$ cat src/rtl/kp_pkg.sv
// rtl/kp_pkg.sv - shared key codes, segment patterns and scan state type
package kp_pkg;

    localparam logic [3:0] CLR_CODE   = 4'hA;
    localparam logic [3:0] UP_CODE    = 4'hB;
    localparam logic [3:0] DOWN_CODE  = 4'hC;
    localparam logic [3:0] SEC_CODE   = 4'hD;
    localparam logic [3:0] HELP_CODE  = 4'hE;
    localparam logic [3:0] ENT_CODE   = 4'hF;
    localparam logic [3:0] BLANK_CODE = 4'hF;

    // Active-low {g,f,e,d,c,b,a}
    localparam logic [6:0] SEG_0     = 7'h40;
    localparam logic [6:0] SEG_1     = 7'h79;
    localparam logic [6:0] SEG_2     = 7'h24;
    localparam logic [6:0] SEG_3     = 7'h30;
    localparam logic [6:0] SEG_4     = 7'h19;
    localparam logic [6:0] SEG_5     = 7'h12;
    localparam logic [6:0] SEG_6     = 7'h02;
    localparam logic [6:0] SEG_7     = 7'h78;
    localparam logic [6:0] SEG_8     = 7'h00;
    localparam logic [6:0] SEG_9     = 7'h10;
    localparam logic [6:0] SEG_BLANK = 7'h7F;

    typedef enum logic [2:0] {
        SCAN_0, SCAN_1, SCAN_2, SCAN_3, SCAN_4, SCAN_5, SCAN_6, SCAN_7
    } scan_state_t;

endpackage

$ cat src/rtl/seg7_decode.sv
// rtl/seg7_decode.sv - 4-bit code to active-low seven-segment pattern
module seg7_decode
    import kp_pkg::*;
(
    input  logic [3:0] code,
    output logic [6:0] seg
);

    always_comb begin
        seg = SEG_BLANK;
        case (code)
            4'd0:    seg = SEG_0;
            4'd1:    seg = SEG_1;
            4'd2:    seg = SEG_2;
            4'd3:    seg = SEG_3;
            4'd4:    seg = SEG_4;
            4'd5:    seg = SEG_5;
            4'd6:    seg = SEG_6;
            4'd7:    seg = SEG_7;
            4'd8:    seg = SEG_8;
            4'd9:    seg = SEG_9;
            default: seg = SEG_BLANK;
        endcase
    end

endmodule

$ cat src/rtl/kp_digit_display.sv
// rtl/kp_digit_display.sv - keypad digit entry register with multiplexed 7-seg scan
module kp_digit_display #(
    parameter int         NUM_DIGITS  = 3,
    parameter int         REFRESH_DIV = 1,
    parameter logic [3:0] CLR_CODE    = 4'hA,
    parameter logic [3:0] BLANK_CODE  = 4'hF
) (
    input  logic                    CLK,
    input  logic                    RESET,
    input  logic                    KEY_VALID,
    input  logic [3:0]              KEY_CODE,
    output logic [6:0]              SEG,
    output logic [NUM_DIGITS-1:0]   COM,
    output logic [4*NUM_DIGITS-1:0] DIGITS
);
    import kp_pkg::*;

    localparam int                    DIV_W      = (REFRESH_DIV > 1) ? $clog2(REFRESH_DIV) : 1;
    localparam logic [DIV_W-1:0]      DIV_LAST   = DIV_W'(REFRESH_DIV - 1);
    localparam scan_state_t           LAST_STATE = scan_state_t'(NUM_DIGITS - 1);
    localparam logic [NUM_DIGITS-1:0] COM_ONE    = NUM_DIGITS'(1);

    logic                    kv_q;
    logic                    armed;
    logic                    press;
    logic [4*NUM_DIGITS-1:0] digits;
    logic [DIV_W-1:0]        div;
    logic                    div_wrap;
    scan_state_t             state;
    scan_state_t             state_nx;
    logic [4*NUM_DIGITS-1:0] slot_bits;
    logic [3:0]              slot_code;
    logic [6:0]              slot_seg;

    // armed stays low until KEY_VALID is seen low, so a key held through reset is ignored
    assign press = KEY_VALID & ~kv_q & armed;

    always_ff @(posedge CLK or negedge RESET) begin
        if (!RESET) begin
            kv_q   <= 1'b0;
            armed  <= 1'b0;
            digits <= {NUM_DIGITS{BLANK_CODE}};
        end else begin
            kv_q <= KEY_VALID;
            if (!KEY_VALID) begin
                armed <= 1'b1;
            end
            if (press) begin
                if (KEY_CODE <= 4'd9) begin
                    digits <= {digits[4*NUM_DIGITS-5:0], KEY_CODE};
                end else if (KEY_CODE == CLR_CODE) begin
                    digits <= {NUM_DIGITS{BLANK_CODE}};
                end
            end
        end
    end

    assign div_wrap = (div == DIV_LAST);

    always_ff @(posedge CLK or negedge RESET) begin
        if (!RESET) begin
            div <= '0;
        end else if (div_wrap) begin
            div <= '0;
        end else begin
            div <= div + 1'b1;
        end
    end

    always_ff @(posedge CLK or negedge RESET) begin
        if (!RESET) begin
            state <= SCAN_0;
        end else begin
            state <= state_nx;
        end
    end

    always_comb begin
        state_nx = state;
        if (div_wrap) begin
            if (state == LAST_STATE) begin
                state_nx = SCAN_0;
            end else begin
                state_nx = scan_state_t'(state + 3'd1);
            end
        end
    end

    assign slot_bits = digits >> {state, 2'b00};
    assign slot_code = slot_bits[3:0];

    seg7_decode u_seg7_decode (
        .code (slot_code),
        .seg  (slot_seg)
    );

    // Segment and common drives are registered together so they never disagree
    always_ff @(posedge CLK or negedge RESET) begin
        if (!RESET) begin
            SEG <= SEG_BLANK;
            COM <= '1;
        end else begin
            SEG <= slot_seg;
            COM <= ~(COM_ONE << state);
        end
    end

    assign DIGITS = digits;

endmodule

$ cat config.mk
export PLATFORM = sky130hd
export DESIGN_NAME = kp_digit_display
export DESIGN_NICKNAME = d
export VERILOG_FILES = /design/src/rtl/kp_pkg.sv /design/src/rtl/seg7_decode.sv /design/src/rtl/kp_digit_display.sv
export SDC_FILE = /design/constraint.sdc
export NUM_CORES = 1
export LEC_CHECK = 0
export CAP_MARGIN = 20
export CORE_MARGIN = 2
export CORE_UTILIZATION = 30
export CTS_BUF_LIST = sky130_fd_sc_hd__clkbuf_4
export DETAILED_ROUTE_END_ITERATION = 8
export GPL_TIMING_DRIVEN = 0
export PLACE_DENSITY = 0.56
export SLEW_MARGIN = 40
export SYNTH_ARGS = -nofsm -noshare
export SYNTH_HDL_FRONTEND = slang
export SYNTH_SLANG_ARGS = --single-unit
export TNS_END_PERCENT = 20
$ cat constraint.sdc
create_clock -name CLK -period 2.5 [get_ports CLK]
set_clock_uncertainty 0.1 [all_clocks]
set_input_delay 0.5 -clock CLK [delete_from_list [all_inputs] [get_ports CLK]]
set_output_delay 0.5 -clock CLK [all_outputs]
set_load 0.02 [all_outputs]
==> summary.txt <==
Routing
  – Via density: 4.803
  – DR iter-0 viols: 57
  – Final ANT Viol Nets: 0
  – Routed WL per cell: 12.47 microns
  – Routed WL: 2594 microns
  – DRC Markers: 0
  – Vias: 999
  – DR pass1 iterations: 4

Yosys
  – Ys flop type: dfstp_2
  – Cells after Synth: 124
  – Cell with the most instances after synthesis: nor2_1
  – Synth area leader: dfstp_2
  – Register area share after synthesis: 0.5185
  – Largest cells by area after synthesis: dfstp_2, dfrtp_1, a21oi_1
  – Mean Syn Cell Area: 10.94 sq um
  – Asr flop ratio synth: 1.000
  – Post-synth top area share: 0.4262
  – Synth cell types: 32
  – Seq cells post-synth: 27
  – Mapped Nets: 136
  – Number of synthesized flops with an enable pin: 0
  – Commonest cells post-synth: nor2_1, dfstp_2, a21oi_1
  – Yosys warns: 0
  – Post-Syn Area: 1356 sq um

Pwr
  – Net load switching power: 0.0004085 W
  – Switching share of power: 0.3298
  – Clock power share: 0.161
  – VDD IR max: 346.2 uV
  – Power per cell area: 717.3 nW/um^2
  – Sequential share of power: 0.480
  – Combinational share of power: 0.359
  – Cell-internal power: 0.0008301 W
  – Leak: 0.6849 nW

Critical path
  – R2r worst-path depth: 7
  – R2R Setup Slk: 310 ps
  – Critical path's slowest cell: a32oi_1
  – R2R Path End: SEG[3]
  – Critical setup path kind: reg -> reg
  – CP Max Fanout: 10
  – Reg2reg start: state[1]
  – Critical-path cell list: buf_6, mux2_2, a32oi_1, ha_1, inv_1, mux2i_1, a21oi_1
  – CP arrival: 2360 ps
  – WP data required: 2660 ps
  – Startpoint Class: register
  – Critical path's largest stage delay: 450 ps
  – CP endpoint kind: register

Timing
  – Relative slew slack: 0.6155
  – Worst-Margin Slew: 576.8 ps
  – Tmin final: 2191 ps
  – Max Slew Vio Count: 0
  – Peak Freq: 456.4 MHz
  – Sum Neg Setup Slack: 0 ps
  – Final Hold Vio Count: 0
  – RSZ-0062 raised after global routing: no
  – Final Cycle Share: 0.8763
  – Setup Viol. Count Final: 0

Clock tree
  – Worst-Skew Late Latency: 320 ps
  – PostCTS Resize Cnt: 0
  – CTS tree: yes
  – H-Tree Depth: 1
  – Hold Buf Count CTS: 0
  – # Post-CTS Setup Buffers: 0
  – Clock Path Buffers: 2
  – CTS clk-pin slew, worst paths: 140 ps
  – TritonCTS Sinks: 27
  – Total CTS buffers: 3
  – Root Driver: clkbuf_4

Global routing
  – Largest net degree at the start of global routing: 28
  – Remaining global-route overflow: 0
  – Initial antenna violation count: 0
  – Global-route wire length before repair: 4602 microns
  – Vias in the first global route: 1008
  – Total Routing Usage GR: 0.1138

Finish
  – Final #Nets: 169
  – Share of cells above drive strength 1: 0.2692
  – Antenna Diode Count: 0
  – Area of the multi-input gates: 576.8 sq um
  – Post-route insts no fill: 208
  – Area Overhead vs Synth: 27.31%
  – Register area: 703.2 sq um
  – Filler Cells Inserted: 403

Die
  – Die X: 71.24 microns
  – Die Span Y: 71.24 microns
  – Starting Density: 0.3115
  – Num rows: 24
  – Die footprint: 5075 sq um
  – # IOs: 29
  – Std-Cell Core Area: 4354 sq um

Job
  – Max Cap Violations: 0

Placement
  – Placed insts: 204
  – Routability cong.: 0.8472
  – HPWL after DPL: 1940 microns
  – I/O Buffers: 28

Status
  – Status: complete, no violations

Min path
  – Hold Path Class: in -> async
layout by cell type (no fill, tap or decap), types with 2 or more instances in the layout:
cell and n:
o22a_1 3, mux2i_1 4, o21ai_0 3, clkbuf_4 4, nor2_1 24, a21oi_1 18, clkbuf_1 2, clkdlybuf4s50_1 27
mux2_2 2, o22ai_1 2, ha_1 5, dfrtp_1 5, nand3b_1 2, nand2_1 5, o21a_1 3, dfstp_2 22
buf_2 2, buf_6 4, inv_1 4
layout make-up:
cell class	count	share of cell area
sequential	27	0.4072
multi-input combinational	85	0.3341
timing repair buffer	28	0.1594
tap	52	0.03768
buffer	7	0.03333
clock buffer	4	0.01739
inverter	5	0.01087
layer usage:
| layer | wire length (microns) | share of wire | track usage |
|---|---|---|---|
| met5 | 0 | 0 | 0 |
| met3 | 147 | 0.057 | 0.02532 |
| met2 | 1228 | 0.47 | 0.1914 |
| met1 | 1174 | 0.45 | 0.1401 |
| met4 | 44 | 0.017 | 0.05031 |
registers in the layout (all words and copies together), names as in the netlist:
| register | count |
|---|---|
| COM | 3 |
| DIGITS | 12 |
| SEG | 7 |
| armed | 1 |
| kv_q | 1 |
| state | 3 |
stage by stage:
stage / utilization / hold WS (ps) / setup slack, ps / cell area [sq um] / total power (W)
after floorplan: - / 104.4 / 607.7 / 1356 / 0.0008618
after global placement: 0.3908 / 352.5 / 365.5 / 1702 / 0.001039
after detailed placement: 0.3897 / 352.6 / 324.0 / 1697 / 0.001048
after CTS: 0.3966 / 59.41 / 302.3 / 1727 / 0.001255
after global routing: 0.3966 / 76.61 / 158.6 / 1727 / 0.001317
final: 0.3966 / 52.55 / 309.2 / 1727 / 0.001239
power by group through the flow:
stage	sequential [W]	combinational, W	clock (W)
after floorplan	0.000682	0.000180	0
after global placement	0.000600	0.000439	0
after detailed placement	0.000603	0.000445	0
after CTS	0.000596	0.000448	0.000212
after global routing	0.000606	0.000481	0.000230
final	0.000594	0.000445	0.000200
cell families after synthesis:
family	count (synthesis)	share of synthesized area
compound gates	35	0.1781
xor+xnor	1	0.006459
simple gates	37	0.1384
buf+inv	12	0.05626
fa+ha+maj	5	0.04613
flops	27	0.5184
mux	7	0.05627
worst max-delay path by stage:
stage / slack (ps) / startpoint / to
2_1_floorplan: 610 / state[1] / SEG[3]
3_3_place_gp: 370 / KEY_CODE[2] / DIGITS[10]
3_5_place_dp: 320 / KEY_VALID / DIGITS[2]
4_1_cts: 300 / state[1] / SEG[3]
5_1_grt: 160 / state[1] / SEG[3]
6_report: 310 / state[1] / SEG[3]
worst max-delay path, delay by kind of cell, from the launching register on:
kind / cells / cell delay, ps
AO/OA/AOI/OAI: 2 / 610
adder cells (fa/ha/maj): 1 / 340
buffers and inverters: 2 / 240
flip-flops: 1 / 420
multiplexers: 2 / 410
(Power assumes the default switching activity.)
